<file path="src/rtl/fetch_stage.sv">
// Instruction-fetch stage: owns the PC, talks to instruction memory
// over readM/inputReady and drives the IF/ID register.
module fetch_stage #(
  parameter int WORD_SIZE = 16,
  parameter logic [WORD_SIZE-1:0] RESET_PC = '0,
  parameter logic [WORD_SIZE-1:0] NOP_INSTR = '0
) (
  input  logic                 clk,
  input  logic                 reset,
  output logic                 i_readM,
  output logic [WORD_SIZE-1:0] i_address,
  input  logic [WORD_SIZE-1:0] i_data,
  input  logic                 i_inputReady,
  input  logic                 stall,
  input  logic                 redirect,
  input  logic [WORD_SIZE-1:0] redirect_pc,
  output logic [WORD_SIZE-1:0] instr_out,
  output logic [WORD_SIZE-1:0] pc_next_out,
  output logic                 valid_out
);

  typedef enum logic [1:0] {
    FETCH,
    HOLD,
    DRAIN
  } state_t;

  localparam logic [WORD_SIZE-1:0] ONE = WORD_SIZE'(1);

  state_t               state, state_nx;
  logic [WORD_SIZE-1:0] pc, pc_nx, pc_inc;
  logic [WORD_SIZE-1:0] tgt, tgt_nx;
  logic [WORD_SIZE-1:0] buf_instr, buf_instr_nx;
  logic [WORD_SIZE-1:0] buf_pcn, buf_pcn_nx;
  logic [WORD_SIZE-1:0] instr_nx, pcn_nx;
  logic                 valid_nx;

  assign pc_inc    = pc + ONE;
  assign i_address = pc;
  // Gated by reset so the request drops the instant reset asserts.
  assign i_readM   = ~reset & (state != HOLD);

  always_comb begin
    state_nx     = state;
    pc_nx        = pc;
    tgt_nx       = tgt;
    buf_instr_nx = buf_instr;
    buf_pcn_nx   = buf_pcn;
    instr_nx     = instr_out;
    pcn_nx       = pc_next_out;
    valid_nx     = valid_out;
    if (redirect) begin
      instr_nx     = NOP_INSTR;
      pcn_nx       = '0;
      valid_nx     = 1'b0;
      buf_instr_nx = NOP_INSTR;
      buf_pcn_nx   = '0;
      unique case (state)
        FETCH: begin
          if (i_inputReady) begin
            pc_nx = redirect_pc;
          end else begin
            tgt_nx   = redirect_pc;
            state_nx = DRAIN;
          end
        end
        HOLD: begin
          pc_nx    = redirect_pc;
          state_nx = FETCH;
        end
        DRAIN: begin
          if (i_inputReady) begin
            pc_nx    = redirect_pc;
            state_nx = FETCH;
          end else begin
            tgt_nx = redirect_pc;
          end
        end
        default: state_nx = FETCH;
      endcase
    end else begin
      unique case (state)
        FETCH: begin
          if (i_inputReady) begin
            pc_nx = pc_inc;
            if (stall) begin
              buf_instr_nx = i_data;
              buf_pcn_nx   = pc_inc;
              state_nx     = HOLD;
            end else begin
              instr_nx = i_data;
              pcn_nx   = pc_inc;
              valid_nx = 1'b1;
            end
          end else if (!stall) begin
            instr_nx = NOP_INSTR;
            pcn_nx   = '0;
            valid_nx = 1'b0;
          end
        end
        HOLD: begin
          if (!stall) begin
            instr_nx = buf_instr;
            pcn_nx   = buf_pcn;
            valid_nx = 1'b1;
            state_nx = FETCH;
          end
        end
        DRAIN: begin
          // Stale word is dropped; IF/ID stays a bubble.
          if (i_inputReady) begin
            pc_nx    = tgt;
            state_nx = FETCH;
          end
        end
        default: state_nx = FETCH;
      endcase
    end
  end

  always_ff @(posedge clk or posedge reset) begin
    if (reset) begin
      state       <= FETCH;
      pc          <= RESET_PC;
      tgt         <= '0;
      buf_instr   <= NOP_INSTR;
      buf_pcn     <= '0;
      instr_out   <= NOP_INSTR;
      pc_next_out <= '0;
      valid_out   <= 1'b0;
    end else begin
      state       <= state_nx;
      pc          <= pc_nx;
      tgt         <= tgt_nx;
      buf_instr   <= buf_instr_nx;
      buf_pcn     <= buf_pcn_nx;
      instr_out   <= instr_nx;
      pc_next_out <= pcn_nx;
      valid_out   <= valid_nx;
    end
  end

endmodule

</file>
<file path="config.mk">
export PLATFORM = sky130hd
export DESIGN_NAME = fetch_stage
export DESIGN_NICKNAME = d
export VERILOG_FILES = /design/src/rtl/fetch_stage.sv
export SDC_FILE = /design/constraint.sdc
export NUM_CORES = 1
export LEC_CHECK = 0
export BUFFER_PORTS_ARGS = -buffer_cell sky130_fd_sc_hd__buf_2
export CORE_MARGIN = 1.5
export CORE_UTILIZATION = 55
export DETAILED_ROUTE_END_ITERATION = 10
export PLACE_DENSITY = 0.79
export SLEW_MARGIN = 25
export SYNTH_ARGS = -nofsm -noshare
export SYNTH_HDL_FRONTEND = slang
export SYNTH_SLANG_ARGS = --single-unit
</file>
<file path="constraint.sdc">
create_clock -name clk -period 6.4 [get_ports clk]
set_clock_uncertainty 0.2 [all_clocks]
set_input_delay 0.32 -clock clk [delete_from_list [all_inputs] [get_ports clk]]
set_output_delay 0.32 -clock clk [all_outputs]
set_load 0.01 [all_outputs]
</file>
# Yosys cells after proc, flatten, opt, wreduce, memory -nomap -nowiden
# Cells that the tools add are included.
# classes
n_addsub	1
eq_ne	12
n_mux	38
n_bitwise	3
n_reduce_logical	13
# op_table
operator	count
$mux 16	21
$pmux 16 s2	4
$ne 3x3->1 const B	7
$add 16x1->16 const B	1
$mux 2	6
$reduce_and 3->1	3
$pmux 2 s3	1
$reduce_bool 2->1	3
$reduce_bool 3->1	2
$reduce_and 5->1	1
$mux 1	4
$ne 4x4->1 const B	1
$pmux 2 s2	1
$reduce_and 4->1	1
$ne 3x2->1 const B	1
$eq 2x1->1 const B	1
$eq 2x2->1 const B	1
$logic_not 2->1	1
$ne 2x1->1 const B	1
$not 1->1	2
$pmux 1 s2	1
$reduce_and 2->1	1
$reduce_or 2->1	1
$and 1x1->1	1
# totals
regBits	99
in_bits	37
output_inout_bits	50
wordCells	75

# Logic depth before layout (Yosys ltp)
# logic_depth
word_depth	5
depth_mapped	8
mapped_depth_nobuf	6

# Worst setup path after synthesis
# OpenSTA, ideal clock, no wires.
# synth_path
kind	register to register
from	register pc[0] (netlist: i_address[0])
to	register pc[14] (netlist: i_address[14])
setup_time_ns	0.121
arrival_time_ns	1.573
required_time_ns	6.079
slack_ns	4.506
path_stages_with_launch	7
path_buffers	0
period_less_slack_ns	1.894
path_cell_list	dfrtp_1 > ha_1 > nand3_1 > nor3_2 > and3_1 > a31oi_1 > o22a_1
# synth_between
elab_chain_len	4
# synth_lines
element	line	text
start: declaration	31	logic [WORD_SIZE-1:0] pc, pc_nx, pc_inc;
start signal: assignment	133	pc <= pc_nx;
$add 16x1->16	38	assign pc_inc = pc + ONE;
$mux 16	84	if (i_inputReady) begin
$pmux 16 s2	82	unique case (state)
$mux 16	52	if (redirect) begin
# No other way between the ends. The select of a mux whose other input is x is not followed.
# A chain may end at the register's enable or synchronous reset.

# Worst setup path in the final report
# layout_path
from	input redirect
to	register tgt[8]
# layout_between
elab_chain_len	1
# layout_lines
element	line	text
start: declaration	15	input logic redirect,
$reduce_and 3->1 (no source line)	--	
end signal: assignment	134	tgt <= tgt_nx;
end: declaration	32	logic [WORD_SIZE-1:0] tgt, tgt_nx;
# No other way between the ends.

==> impl_results.md <==
* DRC Markers at 0
* Chip width at between 90 and 100 um
* Flop and latch count out of synthesis at 99
* Worst vdd ir at approximately 0.15 mV
* TritonCTS Sinks at 99
* Area delta synth->final at 17.0%
* Post-CTS setup buffer count at 0
* Synth Flop Type: dfrtp_1
* Total grt overflow at 0
* Sw Share at 0.284
* Post-Syn Area at ~4700 sq um
* RSZ-0062 raised after global routing: no
* Die Ht at 95.7 um
* Post-synth EDFFs at 0
* Core area at a little over 8000 sq um
* Clock Path Buffers at 2
* Total Routing Usage GR at 0.255
* Port Buffers at 86
* Clk pwr share at 0.338
* Fmax at ~0.36 GHz
* Cells after Synth at 488
* Final core occ at 0.670
* First-pass GRT wire length at 17900 um
* Syn avg cell area at 9.69 sq um
* CTS resizes at 0
* WS Path Type: primary input to register
* Antenna viol nets, final at 0
* Synth top area cells: dfrtp_1 (52%), a21oi_1 (6.6%), o21ai_0 (6.1%), nand2_1 (5.6%), mux2_2 (3.8%)
* Syn Nets at around 530
* Most frequent cell after synthesis: dfrtp_1
* Area of the multi-input gates at 2050 sq um
* Most common library cells after synthesis: dfrtp_1 (99), nand2_1 (71), a21oi_1 (62)
* Final hold vios at 0
* CTS H-tree lvls at 3
* Sum of negative setup slack at 0 ps
* CTS clk-pin slew, worst paths at ~100 ps
* Crit path arrival time at roughly 2800 ps
* Cell Pwr Density at approximately 280 nW/um^2
* Critical path required time at between 6000 and 7000 ps
* Switch Pwr at around 0.43 mW
* CTS tree: yes
* DPL Wire Length at about 7200 um
* Final period util at 0.436
* Tightest Pin Transition at 883 ps
* Status: finished clean
* Critical Path Fanout Max at 50
* Initial core utilization at 0.573
* Final Setup Violations at 0
* IO Pins at 87
* Sequential Power Share at 0.485
* Slew headroom at 0.411
* Via count at roughly 3900
* Yosys warns at 0
* Vias/cell at around 5.8
* Layout cells sized above 1 at 0.233
* FILL cells at just under 700
* Cells on worst reg2reg path at 5
* Die Area at approximately 9200 sq um
* Cell variety after synth at 51
* FF-to-FF setup slack at just under 4000 ps
* Wire per inst at about 16 um
* Initial antenna violation count at 0
* Final WL at ~11000 um
* Min Tclk post-route at ~2800 ps
* Clk root buf: clkbuf_8
* Comb pwr share at 0.176
* Leak Pwr at 2.55 nW
* Internal power at 1.10 mW
* Later-pin clock latency in the skew report at between 300 and 400 ps
* Post-synthesis sequential area ratio at 0.524
* R2r endpoint: i_address[11]
* Pre-Repair DR Iteration Count at 5
* Min-delay worst type: primary input to register
* Asr flop ratio synth at 1.00
* Vias in the first global route at 3687
* TritonCTS Buffers at 9
* Gpl congestion at ~0.81
* Rows at 33
* Hold path depth at 2
* RR Startpoint: state[0]
* Crit path launch type: primary input
* Largest net degree at the start of global routing at 90
* Critical path endpoint category: register
* Placed cell count at about 650
* Initial drt markers at about 220
* Register area at about 2500 sq um
* Slew Viols, Final at 0
* Yosys top cell area share at 0.524
* # Max-Cap Violations at 0
* Cell type with the highest aggregate area in the netlist: dfrtp_1
* Diodes inserted at 0
* Non-Filler Instances at ~680
* Layout Nets at ~600
* Hold Startpoint: redirect_pc[10]
* Worst hold endpoint: tgt[10]
-- cells in the final DEF (no fill, tap or decap), types with 5 or more instances in the layout --
cell type,instances
a21oi_1,62
nor2_1,22
nand2_1,71
o21ai_0,58
mux2_2,16
buf_4,5
xor2_1,8
xnor2_1,6
a211oi_1,6
dfrtp_1,99
a22oi_1,13
buf_2,86
and3_1,20
dlygate4sd3_1,12
o22a_1,5
or3_1,5
clkbuf_8,9
-- power groups by stage --
stage / clock [mW] / sequential, mW / combinational [mW]
detailed placement: 0 / 0.755 / 0.264
finish: 0.518 / 0.744 / 0.270
global route: 0.544 / 0.752 / 0.300
CTS: 0.521 / 0.743 / 0.270
floorplan: 0 / 0.754 / 0.172
global placement: 0 / 0.751 / 0.256
-- worst max-delay path, stage by stage --
cell	delay [ps]
buf_2	670
inv_1	610
nor3_4	810
mux2_2	420
-- layout make-up --
class,instances,area share
clock inverters,6,0.0246
flip-flops and latches,99,0.447
repair buffers,104,0.108
clock buffers,9,0.0224
well taps,105,0.0237
inverters,5,0.00384
multi-input cells,348,0.370
-- logic make-up after synthesis --
logic type	count (synthesis)	synth area share
compound gates	163	0.197
xor+xnor	14	0.0259
fa+ha+maj	1	0.00264
buf+inv	41	0.0455
flops	99	0.524
mux	20	0.0465
simple gates	150	0.158
-- sequential cells by signal, indices dropped and copies added (netlist names) --
signal,count
state,2
pc_next_out,16
tgt,16
buf_instr,16
valid_out,1
buf_pcn,16
instr_out,16
i_address,16
-- metrics by stage --
| step | power [mW] | hold WS, ps | instance area (sq um) | setup WS [ps] |
|---|---|---|---|---|
| 2_1_floorplan | 0.926 | 251 | 4730 | 3290 |
| 3_3_place_gp | 1.01 | 34.8 | 5150 | 3000 |
| 3_5_place_dp | 1.02 | 40.2 | 5160 | 3230 |
| 4_1_cts | 1.53 | 0.285 | 5540 | 3600 |
| 5_1_grt | 1.60 | 2.39 | 5540 | 3400 |
| 6_report | 1.53 | 1.51 | 5540 | 3610 |
-- layer usage --
layer  GRT usage  vias up  part of all wire
li1            -     1876                 -
met1       0.363     1920              0.45
met2       0.396      128              0.48
met3      0.0403        9             0.059
met4      0.0944        0             0.010
met5           0        -                 0
-- what timing repair did --
action	4_1_cts	5_1_grt
endpoints found under the setup margin	0	0
hold buffers	12	0
hold endpoints to repair	21	0
-- worst max path at each step --
stage	from	to	slack, ps	cells past startpoint
2_1_floorplan	reset	buf_instr[0]	3290	1
3_3_place_gp	redirect	tgt[1]	3000	4
3_5_place_dp	redirect	tgt[12]	3230	4
4_1_cts	redirect	tgt[8]	3600	4
5_1_grt	redirect	tgt[8]	3400	4
6_report	redirect	tgt[8]	3610	4
No activity file was read; power rests on OpenSTA's default activity.
